**src/rtl/sccb_responder_if.sv**
```systemverilog
// SCCB/I2C bus as seen by the camera-side responder: SCL and pad-level SDA
// come in, an open-drain pull-down enable goes out.
interface sccb_responder_if;
  logic scl_i;
  logic sda_i;
  logic sda_oe_o;

  modport slave  (input scl_i, input sda_i, output sda_oe_o);
  modport master (output scl_i, output sda_i, input sda_oe_o);
endinterface

```
**src/rtl/sccb_responder.sv**
```systemverilog
// Camera-side SCCB/I2C target. SCL/SDA are oversampled on clk_i, START/STOP
// are decoded in every state, the 7-bit device address is matched, and an
// 8-bit register file is written or read back through an auto-incrementing
// pointer. A combinational side port exposes the register file.
module sccb_responder #(
  parameter logic [6:0] DEV_ADDR_P = 7'h21,
  parameter int         NREGS_P    = 256
) (
  input  logic                clk_i,
  input  logic                rst_n_i,
  sccb_responder_if.slave     sccb,
  output logic                reg_wr_o,
  output logic [7:0]          reg_addr_o,
  output logic [7:0]          reg_wdata_o,
  input  logic [7:0]          dbg_addr_i,
  output logic [7:0]          dbg_data_o,
  output logic                busy_o
);

  typedef enum logic [3:0] {
    ST_IDLE, ST_DEV, ST_DEV_ACK, ST_REG, ST_REG_ACK,
    ST_WDATA, ST_WDATA_ACK, ST_RDATA, ST_RD_MACK, ST_IGNORE
  } state_t;

  // Indices at or above NREGS_P have no storage and read as zero.
  function automatic logic f_exists(input logic [7:0] idx);
    return {24'd0, idx} < NREGS_P;
  endfunction

  logic       r_scl_meta, r_scl_sync, r_scl_hist;
  logic       r_sda_meta, r_sda_sync, r_sda_hist;

  state_t     r_state, w_state_nxt;
  logic [6:0] r_shift, w_shift_nxt;
  logic [2:0] r_bit_cnt, w_bit_cnt_nxt;
  logic       r_rnw, w_rnw_nxt;
  logic [7:0] r_ptr, w_ptr_nxt;
  logic       r_sda_oe, w_sda_oe_nxt;
  logic       r_ack_on, w_ack_on_nxt;
  logic [7:0] r_rd_byte, w_rd_byte_nxt;
  logic       r_rd_done, w_rd_done_nxt;
  logic       r_busy, w_busy_nxt;
  logic       r_wr, w_wr_nxt;
  logic [7:0] r_wdata, w_wdata_nxt;

  logic [7:0] r_regs [NREGS_P];

  logic       w_scl_rise, w_scl_fall, w_start, w_stop;
  logic [7:0] w_byte;
  logic [7:0] w_ptr_inc;
  logic [7:0] w_rd_cur, w_rd_next;

  assign w_scl_rise = r_scl_sync & ~r_scl_hist;
  assign w_scl_fall = ~r_scl_sync & r_scl_hist;
  assign w_start    = r_scl_sync & r_scl_hist & r_sda_hist & ~r_sda_sync;
  assign w_stop     = r_scl_sync & r_scl_hist & ~r_sda_hist & r_sda_sync;

  // Byte as it stands once the bit sampled on this SCL rise is shifted in.
  assign w_byte    = {r_shift, r_sda_sync};
  assign w_ptr_inc = r_ptr + 8'd1;
  assign w_rd_cur  = f_exists(r_ptr)     ? r_regs[r_ptr]     : 8'h00;
  assign w_rd_next = f_exists(w_ptr_inc) ? r_regs[w_ptr_inc] : 8'h00;

  assign sccb.sda_oe_o = r_sda_oe;
  assign reg_wr_o      = r_wr;
  assign reg_addr_o    = r_ptr;
  assign reg_wdata_o   = r_wdata;
  assign busy_o        = r_busy;
  assign dbg_data_o    = f_exists(dbg_addr_i) ? r_regs[dbg_addr_i] : 8'h00;

  // Two-flop synchronizers plus one history flop per bus line; idle bus is high.
  always_ff @(posedge clk_i or negedge rst_n_i) begin
    // NOTE: sequential state uses non-blocking (<=) so every flop samples pre-edge values.
    if (!rst_n_i) begin
      r_scl_meta <= 1'b1;
      r_scl_sync <= 1'b1;
      r_scl_hist <= 1'b1;
      r_sda_meta <= 1'b1;
      r_sda_sync <= 1'b1;
      r_sda_hist <= 1'b1;
    end else begin
      r_scl_meta <= sccb.scl_i;
      r_scl_sync <= r_scl_meta;
      r_scl_hist <= r_scl_sync;
      r_sda_meta <= sccb.sda_i;
      r_sda_sync <= r_sda_meta;
      r_sda_hist <= r_sda_sync;
    end
  end

  // Protocol state and datapath registers.
  always_ff @(posedge clk_i or negedge rst_n_i) begin
    if (!rst_n_i) begin
      r_state   <= ST_IDLE;
      r_shift   <= '0;
      r_bit_cnt <= '0;
      r_rnw     <= 1'b0;
      r_ptr     <= '0;
      r_sda_oe  <= 1'b0;
      r_ack_on  <= 1'b0;
      r_rd_byte <= '0;
      r_rd_done <= 1'b0;
      r_busy    <= 1'b0;
      r_wr      <= 1'b0;
      r_wdata   <= '0;
    end else begin
      r_state   <= w_state_nxt;
      r_shift   <= w_shift_nxt;
      r_bit_cnt <= w_bit_cnt_nxt;
      r_rnw     <= w_rnw_nxt;
      r_ptr     <= w_ptr_nxt;
      r_sda_oe  <= w_sda_oe_nxt;
      r_ack_on  <= w_ack_on_nxt;
      r_rd_byte <= w_rd_byte_nxt;
      r_rd_done <= w_rd_done_nxt;
      r_busy    <= w_busy_nxt;
      r_wr      <= w_wr_nxt;
      r_wdata   <= w_wdata_nxt;
    end
  end

  // Register file: committed at the end of the strobe cycle, so a same-cycle
  // side-port read of the target index still returns the old contents.
  always_ff @(posedge clk_i or negedge rst_n_i) begin
    // NOTE: the register file must read 0x00 after reset, so this memory is deliberately reset.
    if (!rst_n_i) begin
      for (int i = 0; i < NREGS_P; i++) r_regs[i] <= 8'h00;
    end else if (r_wr && f_exists(r_ptr)) begin
      r_regs[r_ptr] <= r_wdata;
    end
  end

  // Next-state and datapath decisions; START/STOP override every state.
  always_comb begin
    // NOTE: every target gets a default here so no path can infer a latch.
    w_state_nxt   = r_state;
    w_shift_nxt   = r_shift;
    w_bit_cnt_nxt = r_bit_cnt;
    w_rnw_nxt     = r_rnw;
    w_ptr_nxt     = r_ptr;
    w_sda_oe_nxt  = r_sda_oe;
    w_ack_on_nxt  = r_ack_on;
    w_rd_byte_nxt = r_rd_byte;
    w_rd_done_nxt = r_rd_done;
    w_busy_nxt    = r_busy;
    w_wr_nxt      = 1'b0;
    w_wdata_nxt   = r_wdata;

    if (w_start) begin
      w_state_nxt   = ST_DEV;
      w_bit_cnt_nxt = '0;
      w_sda_oe_nxt  = 1'b0;
      w_ack_on_nxt  = 1'b0;
      w_rd_done_nxt = 1'b0;
    end else if (w_stop) begin
      w_state_nxt   = ST_IDLE;
      w_sda_oe_nxt  = 1'b0;
      w_ack_on_nxt  = 1'b0;
      w_rd_done_nxt = 1'b0;
      w_busy_nxt    = 1'b0;
    end else begin
      unique case (r_state)
        ST_DEV: begin
          if (w_scl_rise) begin
            w_shift_nxt   = w_byte[6:0];
            w_bit_cnt_nxt = r_bit_cnt + 3'd1;
            if (r_bit_cnt == 3'd7) begin
              w_rnw_nxt = w_byte[0];
              if (w_byte[7:1] == DEV_ADDR_P) begin
                w_state_nxt = ST_DEV_ACK;
                w_busy_nxt  = 1'b1;
              end else begin
                w_state_nxt = ST_IGNORE;
                w_busy_nxt  = 1'b0;
              end
            end
          end
        end

        // ACK slot: pull low on the first SCL fall, release on the next one.
        ST_DEV_ACK, ST_REG_ACK, ST_WDATA_ACK: begin
          if (w_scl_fall) begin
            if (!r_ack_on) begin
              w_sda_oe_nxt = 1'b1;
              w_ack_on_nxt = 1'b1;
            end else begin
              w_sda_oe_nxt  = 1'b0;
              w_ack_on_nxt  = 1'b0;
              w_bit_cnt_nxt = '0;
              if (r_state == ST_DEV_ACK) begin
                if (r_rnw) begin
                  // The release fall is also the drive point of the first data bit.
                  w_state_nxt   = ST_RDATA;
                  w_sda_oe_nxt  = ~w_rd_cur[7];
                  w_rd_byte_nxt = {w_rd_cur[6:0], 1'b0};
                  w_rd_done_nxt = 1'b0;
                end else begin
                  w_state_nxt = ST_REG;
                end
              end else if (r_state == ST_REG_ACK) begin
                w_state_nxt = ST_WDATA;
              end else begin
                w_state_nxt = ST_WDATA;
                w_ptr_nxt   = w_ptr_inc;
              end
            end
          end
        end

        ST_REG: begin
          if (w_scl_rise) begin
            w_shift_nxt   = w_byte[6:0];
            w_bit_cnt_nxt = r_bit_cnt + 3'd1;
            if (r_bit_cnt == 3'd7) begin
              w_ptr_nxt   = w_byte;
              w_state_nxt = ST_REG_ACK;
            end
          end
        end

        ST_WDATA: begin
          if (w_scl_rise) begin
            w_shift_nxt   = w_byte[6:0];
            w_bit_cnt_nxt = r_bit_cnt + 3'd1;
            if (r_bit_cnt == 3'd7) begin
              w_wr_nxt    = 1'b1;
              w_wdata_nxt = w_byte;
              w_state_nxt = ST_WDATA_ACK;
            end
          end
        end

        // Drive one bit per SCL fall; after the 8th bit is sampled, release.
        ST_RDATA: begin
          if (w_scl_fall) begin
            if (r_rd_done) begin
              w_sda_oe_nxt  = 1'b0;
              w_rd_done_nxt = 1'b0;
              w_state_nxt   = ST_RD_MACK;
            end else begin
              w_sda_oe_nxt  = ~r_rd_byte[7];
              w_rd_byte_nxt = {r_rd_byte[6:0], 1'b0};
            end
          end else if (w_scl_rise) begin
            w_bit_cnt_nxt = r_bit_cnt + 3'd1;
            if (r_bit_cnt == 3'd7) w_rd_done_nxt = 1'b1;
          end
        end

        ST_RD_MACK: begin
          if (w_scl_rise) begin
            if (!r_sda_sync) begin
              w_ptr_nxt     = w_ptr_inc;
              w_rd_byte_nxt = w_rd_next;
              w_bit_cnt_nxt = '0;
              w_rd_done_nxt = 1'b0;
              w_state_nxt   = ST_RDATA;
            end else begin
              w_state_nxt = ST_IGNORE;
              w_busy_nxt  = 1'b0;
            end
          end
        end

        ST_IDLE, ST_IGNORE: begin
        end

        default: w_state_nxt = ST_IDLE;
      endcase
    end
  end

endmodule
```
**src/flat_wrapper.sv**
```systemverilog
// flat-port wrapper written by rule: the top's interface ports become plain ports
module sccb_responder_flat 
#(
  parameter logic [6:0] DEV_ADDR_P = 7'h21,
  parameter int         NREGS_P    = 256
)
  (clk_i, rst_n_i, reg_wr_o, reg_addr_o, reg_wdata_o, dbg_addr_i, dbg_data_o, busy_o, sccb_scl_i, sccb_sda_i, sccb_sda_oe_o);
  sccb_responder_if sccb_i ();
  input  logic clk_i;
  input  logic rst_n_i;
  output logic reg_wr_o;
  output logic [7:0] reg_addr_o;
  output logic [7:0] reg_wdata_o;
  input  logic [7:0] dbg_addr_i;
  output logic [7:0] dbg_data_o;
  output logic busy_o;
  input wire logic [$bits(sccb_i.scl_i)-1:0] sccb_scl_i;
  input wire logic [$bits(sccb_i.sda_i)-1:0] sccb_sda_i;
  output wire logic [$bits(sccb_i.sda_oe_o)-1:0] sccb_sda_oe_o;
  assign sccb_i.scl_i = sccb_scl_i;
  assign sccb_i.sda_i = sccb_sda_i;
  assign sccb_sda_oe_o = sccb_i.sda_oe_o;
  sccb_responder #(.DEV_ADDR_P(DEV_ADDR_P), .NREGS_P(NREGS_P)) u_core (.clk_i(clk_i), .rst_n_i(rst_n_i), .sccb(sccb_i), .reg_wr_o(reg_wr_o), .reg_addr_o(reg_addr_o), .reg_wdata_o(reg_wdata_o), .dbg_addr_i(dbg_addr_i), .dbg_data_o(dbg_data_o), .busy_o(busy_o));
endmodule
```
**config.mk**
```make
export PLATFORM = sky130hd
export DESIGN_NAME = sccb_responder_flat
export DESIGN_NICKNAME = d
export VERILOG_FILES = /design/src/rtl/sccb_responder_if.sv /design/src/rtl/sccb_responder.sv /design/src/flat_wrapper.sv
export SDC_FILE = /design/constraint.sdc
export NUM_CORES = 2
export LEC_CHECK = 0
export CAP_MARGIN = 30
export CORE_MARGIN = 8
export CORE_UTILIZATION = 25
export CTS_BUF_LIST = sky130_fd_sc_hd__clkbuf_8
export DETAILED_ROUTE_END_ITERATION = 7
export GPL_ROUTABILITY_DRIVEN = 0
export PLACE_DENSITY = 0.38
export SLEW_MARGIN = 30
export SYNTH_ARGS = -nofsm -noshare
export SYNTH_HDL_FRONTEND = slang
export SYNTH_SLANG_ARGS = --single-unit
```
**constraint.sdc**
```tcl
create_clock -name clk_i -period 8.2 [get_ports clk_i]
set_input_delay 1.64 -clock clk_i [delete_from_list [all_inputs] [get_ports clk_i]]
set_output_delay 1.64 -clock clk_i [all_outputs]
set_load 0.01 [all_outputs]
```
Yosys cells after proc, flatten, opt, wreduce, memory -nomap -nowiden
Index checks and enable logic that the tools add are counted.
- register bits after elaboration: 2098
- bits of input ports: 12
- output and inout bits: 27
- logic and storage cells: 467
- add/sub/neg operators: 2
- magnitude comparators: 4
- equal/unequal tests: 50
- muxes and demuxes: 95
- bitwise logic cells: 18
- reductions and logical operators: 24
- operators by type and width (kind ; number):
    2048-bit bitwise mux ; 1
    8-bit binary-select mux with 8-bit select ; 3
    8-bit two-way mux ; 23
    8-bit demux with 8-bit select ; 1
    4-bit two-way mux ; 15
    4-bit by 1-bit inequality test with 1-bit output, second input constant ; 13
    8-bit case mux with 3 select lines ; 2
    1-bit two-way mux ; 35
    3-bit two-way mux ; 10
    4-bit case mux with 7 select lines ; 1
    9-bit greater-or-equal comparator, second input constant ; 3
    8-bit inverter with 9-bit output ; 3
    3-bit by 1-bit inequality test with 1-bit output, second input constant ; 8
    11-bit AND reduction ; 2
    2-bit by 1-bit inequality test with 1-bit output, second input constant ; 9
    4-bit by 3-bit equality test with 1-bit output, second input constant ; 4
    3-bit nonzero test ; 5
    3-bit case mux with 4 select lines ; 1
    12-bit AND reduction ; 1
    5-bit by 1-bit inequality test with 1-bit output, second input constant ; 2
    5-bit AND reduction ; 2
    5-bit nonzero test ; 2
    9-bit by 1-bit < comparator with 1-bit output, second input constant ; 1
    9-bit AND reduction ; 1
    other kinds (24) ; 45

Depth between registers and ports, before layout
- word-level depth: 12
- gate-level depth with buffers: 18

Least setup slack after synthesis
No wires, ideal clock.
- kind: input to output
- start: input dbg_addr_i[1]
- end: output dbg_data_o[0]
- arrival time: 4.353 ns
- path slack: 2.207 ns
- stages: 7
- path buffers: 3
- cells stage by stage: buf_2 -> buf_1 -> clkbuf_1 -> mux4_2 -> mux4_2 -> mux4_2 -> mux4_2
- cells in the longest elaborated chain, start to end: 4
- ends and longest elaborated chain (element ; line ; RTL):
    from (decl) ; flat_wrapper.sv:14 ; input logic [7:0] dbg_addr_i;
    8-bit inverter with 9-bit output (not written as such) ; sccb_responder.sv:69 ; assign dbg_data_o = f_exists(dbg_addr_i) ? r_regs[dbg_addr_i] : 8'h00;
    8-bit binary-select mux with 8-bit select ; sccb_responder.sv:69 ;
    8-bit two-way mux (not written as such) (2 in series) ; sccb_responder.sv:69 ;
    to (decl) ; flat_wrapper.sv:15 ; output logic [7:0] dbg_data_o;
No other way between the ends. The select of a mux whose other input is x is not followed.

Worst setup path after layout
- start: input dbg_addr_i[0]
- end: output dbg_data_o[4]
The elaborated chain is that of the path after synthesis.

==> impl_metrics.tcl <==
set metrics [dict create \
    run_status "finished clean" \
    overflow 0 \
    ys_async_sr_fraction 1.00 \
    fp.dieW_um 733 \
    netlist.area_leader.share 0.407 \
    worstReg2RegStart "u_core.reg_addr_o[0]$_DFFE_PN0P_" \
    root_buffer "clkbuf_8" \
    seqPwrFrac 0.381 \
    path_cells "buf_8 > buf_12 > buf_4 > mux4_2 > mux4_2 > mux4_2 > mux4_2 > clkdlybuf4s50_1" \
    clk_latency_ns 1.22 \
    postCtsSetupBuffers 0 \
    tightest_slew_ns 1.19 \
    drcViolationCount 0 \
    row_count 263 \
    yosysTopAreaCell "dfrtp_1" \
    min_period_ns 7.36 \
    cpLargestDelayFamily "multiplexers" \
    clock_sinks 2098 \
    fmax_ghz 0.136 \
    synth_flop_cell "dfrtp_1" \
    critPathRequiredTime_ns 6.56 \
    timing.max_cap.violations 0 \
    layout.nets 8012 \
    place_ws_ns 0.809 \
    ant_nets 0 \
    power_frac_comb 0.214 \
    synth_edf_count 0 \
    ios 39 \
    power.density_nw_per_um2 188 \
    switching_share 0.323 \
    finClkSkew_ns 0.129 \
    cts-resized-gates 0 \
    cts_tree "built" \
    synth_area_leaders "dfrtp_1, mux4_2, mux2_2" \
    port_buffers 38 \
    start_kind "input pin" \
    drt-pass1-iter-count 6 \
    syn-num-nets 7995 \
    finalSetupViolCount 0 \
    finalSetupTns_ns 0 \
    cp_slowest_cell "mux4_2" \
    grt_max_degree 154 \
    final.period_utilization 0.897 \
    h-tree-depth 5 \
    start_util 0.251 \
    antenna_found_initial 56 \
    worst_slack_ns 0.842 \
    synth_area_sq_um 129000 \
    p_leak_nw 61.0 \
    netlist_top_cells_count "dfrtp_1, mux2_2, mux4_2" \
    clkPwrFrac 0.405 \
    synth.yosys.seq_area_share 0.409 \
    hold_path.class "in2async" \
    crit_buf_inv 4 \
    grt.total_usage 0.216 \
    numCtsBuffers 409 \
    fillers 51200 \
    r2r_slack_ns 2.68 \
    synth_most_common_cell "dfrtp_1" \
    hold_buffers 0 \
    path_max_fanout 23 \
    maxSlewViolCount 0 \
    wl_per_cell_um 39.6 \
    hpwl_mm 402 \
    yosysUniqueCellTypes 78 \
    power.switching_mw 8.96 \
    die_y_um 733 \
    p_int_mw 18.8 \
    avgSynthCellArea_sq_um 16.1 \
    syn_inst 7977 \
    slew_headroom 0.203 \
    criticalPathCategory "in2out" \
    ys_ff_latch 2098 \
    hold_viol_final 0 \
    core_area_sq_um 513000 \
    drtIter0Drc 8953 \
    num_vias 86500 \
    rsz0062_at_grt "no" \
    dieArea_sq_um 537000 \
    totalWireLength_mm 597 \
    critPathArrivalTime_ns 5.72 \
    area_growth_pct 14.6 \
    peakVddDrop_v 0.000320 \
    worstSetupStartpoint "dbg_addr_i[0]" \
    drive_gt1_frac 0.625 \
    cts.clk_slew.worst_paths_ns 0.06 \
    vias_per_cell 5.73 \
    max_stage_delay_ns 0.68 \
    grt_pass1_wl_mm 813 \
    cts.path.max_buffers 4 \
    cpMostUsedCell "mux4_2" \
    first_global_vias 88000 \
    ys_warn_count 0 \
    crit_path_end_kind "output port" \
]
==> path summary, 6_finish.rpt <==
kind,to,cells after the start
setup / recovery,dbg_data_o[4],8
hold / removal,u_core.r_regs[922]$_DFFE_PN0P_,1
setup reg to reg,u_core.r_rd_byte[0]$_DFFE_PN0P_,10
hold reg to reg,u_core.r_scl_sync$_DFF_PN1_,0
max in group asynchronous,u_core.r_regs[1082]$_DFFE_PN0P_,3
min in group clk_i,u_core.r_scl_sync$_DFF_PN1_,0
==> sequential cells by signal, summed over array words and instances, names as in the netlist <==
register / flops
u_core.r_regs: 2048
u_core.r_rd_byte: 8
u_core.reg_addr_o: 8
u_core.reg_wdata_o: 8
u_core.r_shift: 7
u_core.r_state: 4
u_core.r_bit_cnt: 3
u_core.busy_o: 1
u_core.r_ack_on: 1
u_core.r_rd_done: 1
u_core.r_rnw: 1
u_core.r_scl_hist: 1
u_core.r_scl_meta: 1
u_core.r_scl_sync: 1
u_core.r_sda_hist: 1
u_core.r_sda_meta: 1
u_core.r_sda_sync: 1
u_core.reg_wr_o: 1
u_core.sccb.sda_oe_o: 1
==> cell usage in the layout (no fill, tap or decap), drive strengths merged, types with 46 or more instances in the layout <==
| cell | count |
|---|---|
| mux2i | 105 |
| inv | 144 |
| buf | 370 |
| clkinv | 47 |
| mux2 | 2067 |
| o21ai | 46 |
| nand3 | 91 |
| dfrtp | 2092 |
| clkbuf | 537 |
| mux4 | 1886 |
| a22oi | 59 |
| nor2 | 232 |
| nand2 | 255 |
==> stage by stage <==
stage / std cells / hold WS [ns] / utilization / power, mW / cell area, sq um
after global placement: 14300 / 0.351 / 0.269 / 16.8 / 138000
after CTS: 15100 / 0.350 / 0.287 / 28.2 / 147000
after floorplan: 7977 / 0.345 / - / 15.1 / 129000
after detailed placement: 14300 / 0.349 / 0.270 / 16.8 / 138000
after global routing: 15100 / 0.359 / 0.287 / 28.9 / 147000
final: 15100 / 0.352 / 0.287 / 27.7 / 147000
==> power groups by stage <==
stage	clock (mW)	combinational [mW]	sequential, mW
after floorplan	0	4.47	10.6
after detailed placement	0	6.09	10.7
after global placement	0	6.05	10.7
after CTS	11.6	6.08	10.6
final	11.2	5.94	10.6
after global routing	12.0	6.32	10.6
==> layout make-up <==
type / instances / area, sq um / area share
inverter: 11 / 48.8 / 0.000331
timing repair buffer: 402 / 4250 / 0.0289
antenna: 25 / 62.6 / 0.000425
multi-input combinational: 5072 / 73400 / 0.498
clock buffer: 536 / 7380 / 0.0501
tap: 6757 / 8450 / 0.0574
sequential: 2098 / 52600 / 0.357
clock inverter: 198 / 1120 / 0.00760
==> routing by layer <==
metal  wire, um  share of wire  vias up  GRT usage
li1           -              -    32600          -
met1     251000           0.42    49000      0.291
met2     276000           0.46     3951      0.339
met3      41400          0.069      911     0.0441
met4      28700          0.048       12     0.0902
met5         75        0.00013        -          0
==> cells by family after synthesis <==
kind of cell | share of synthesized area
xor+xnor | 0.00114
compound gates | 0.0149
fa+ha+maj | 0.000584
buf+inv | 0.0298
mux | 0.520
simple gates | 0.0252
flops | 0.409
Power figures use the tool's default switching activity.
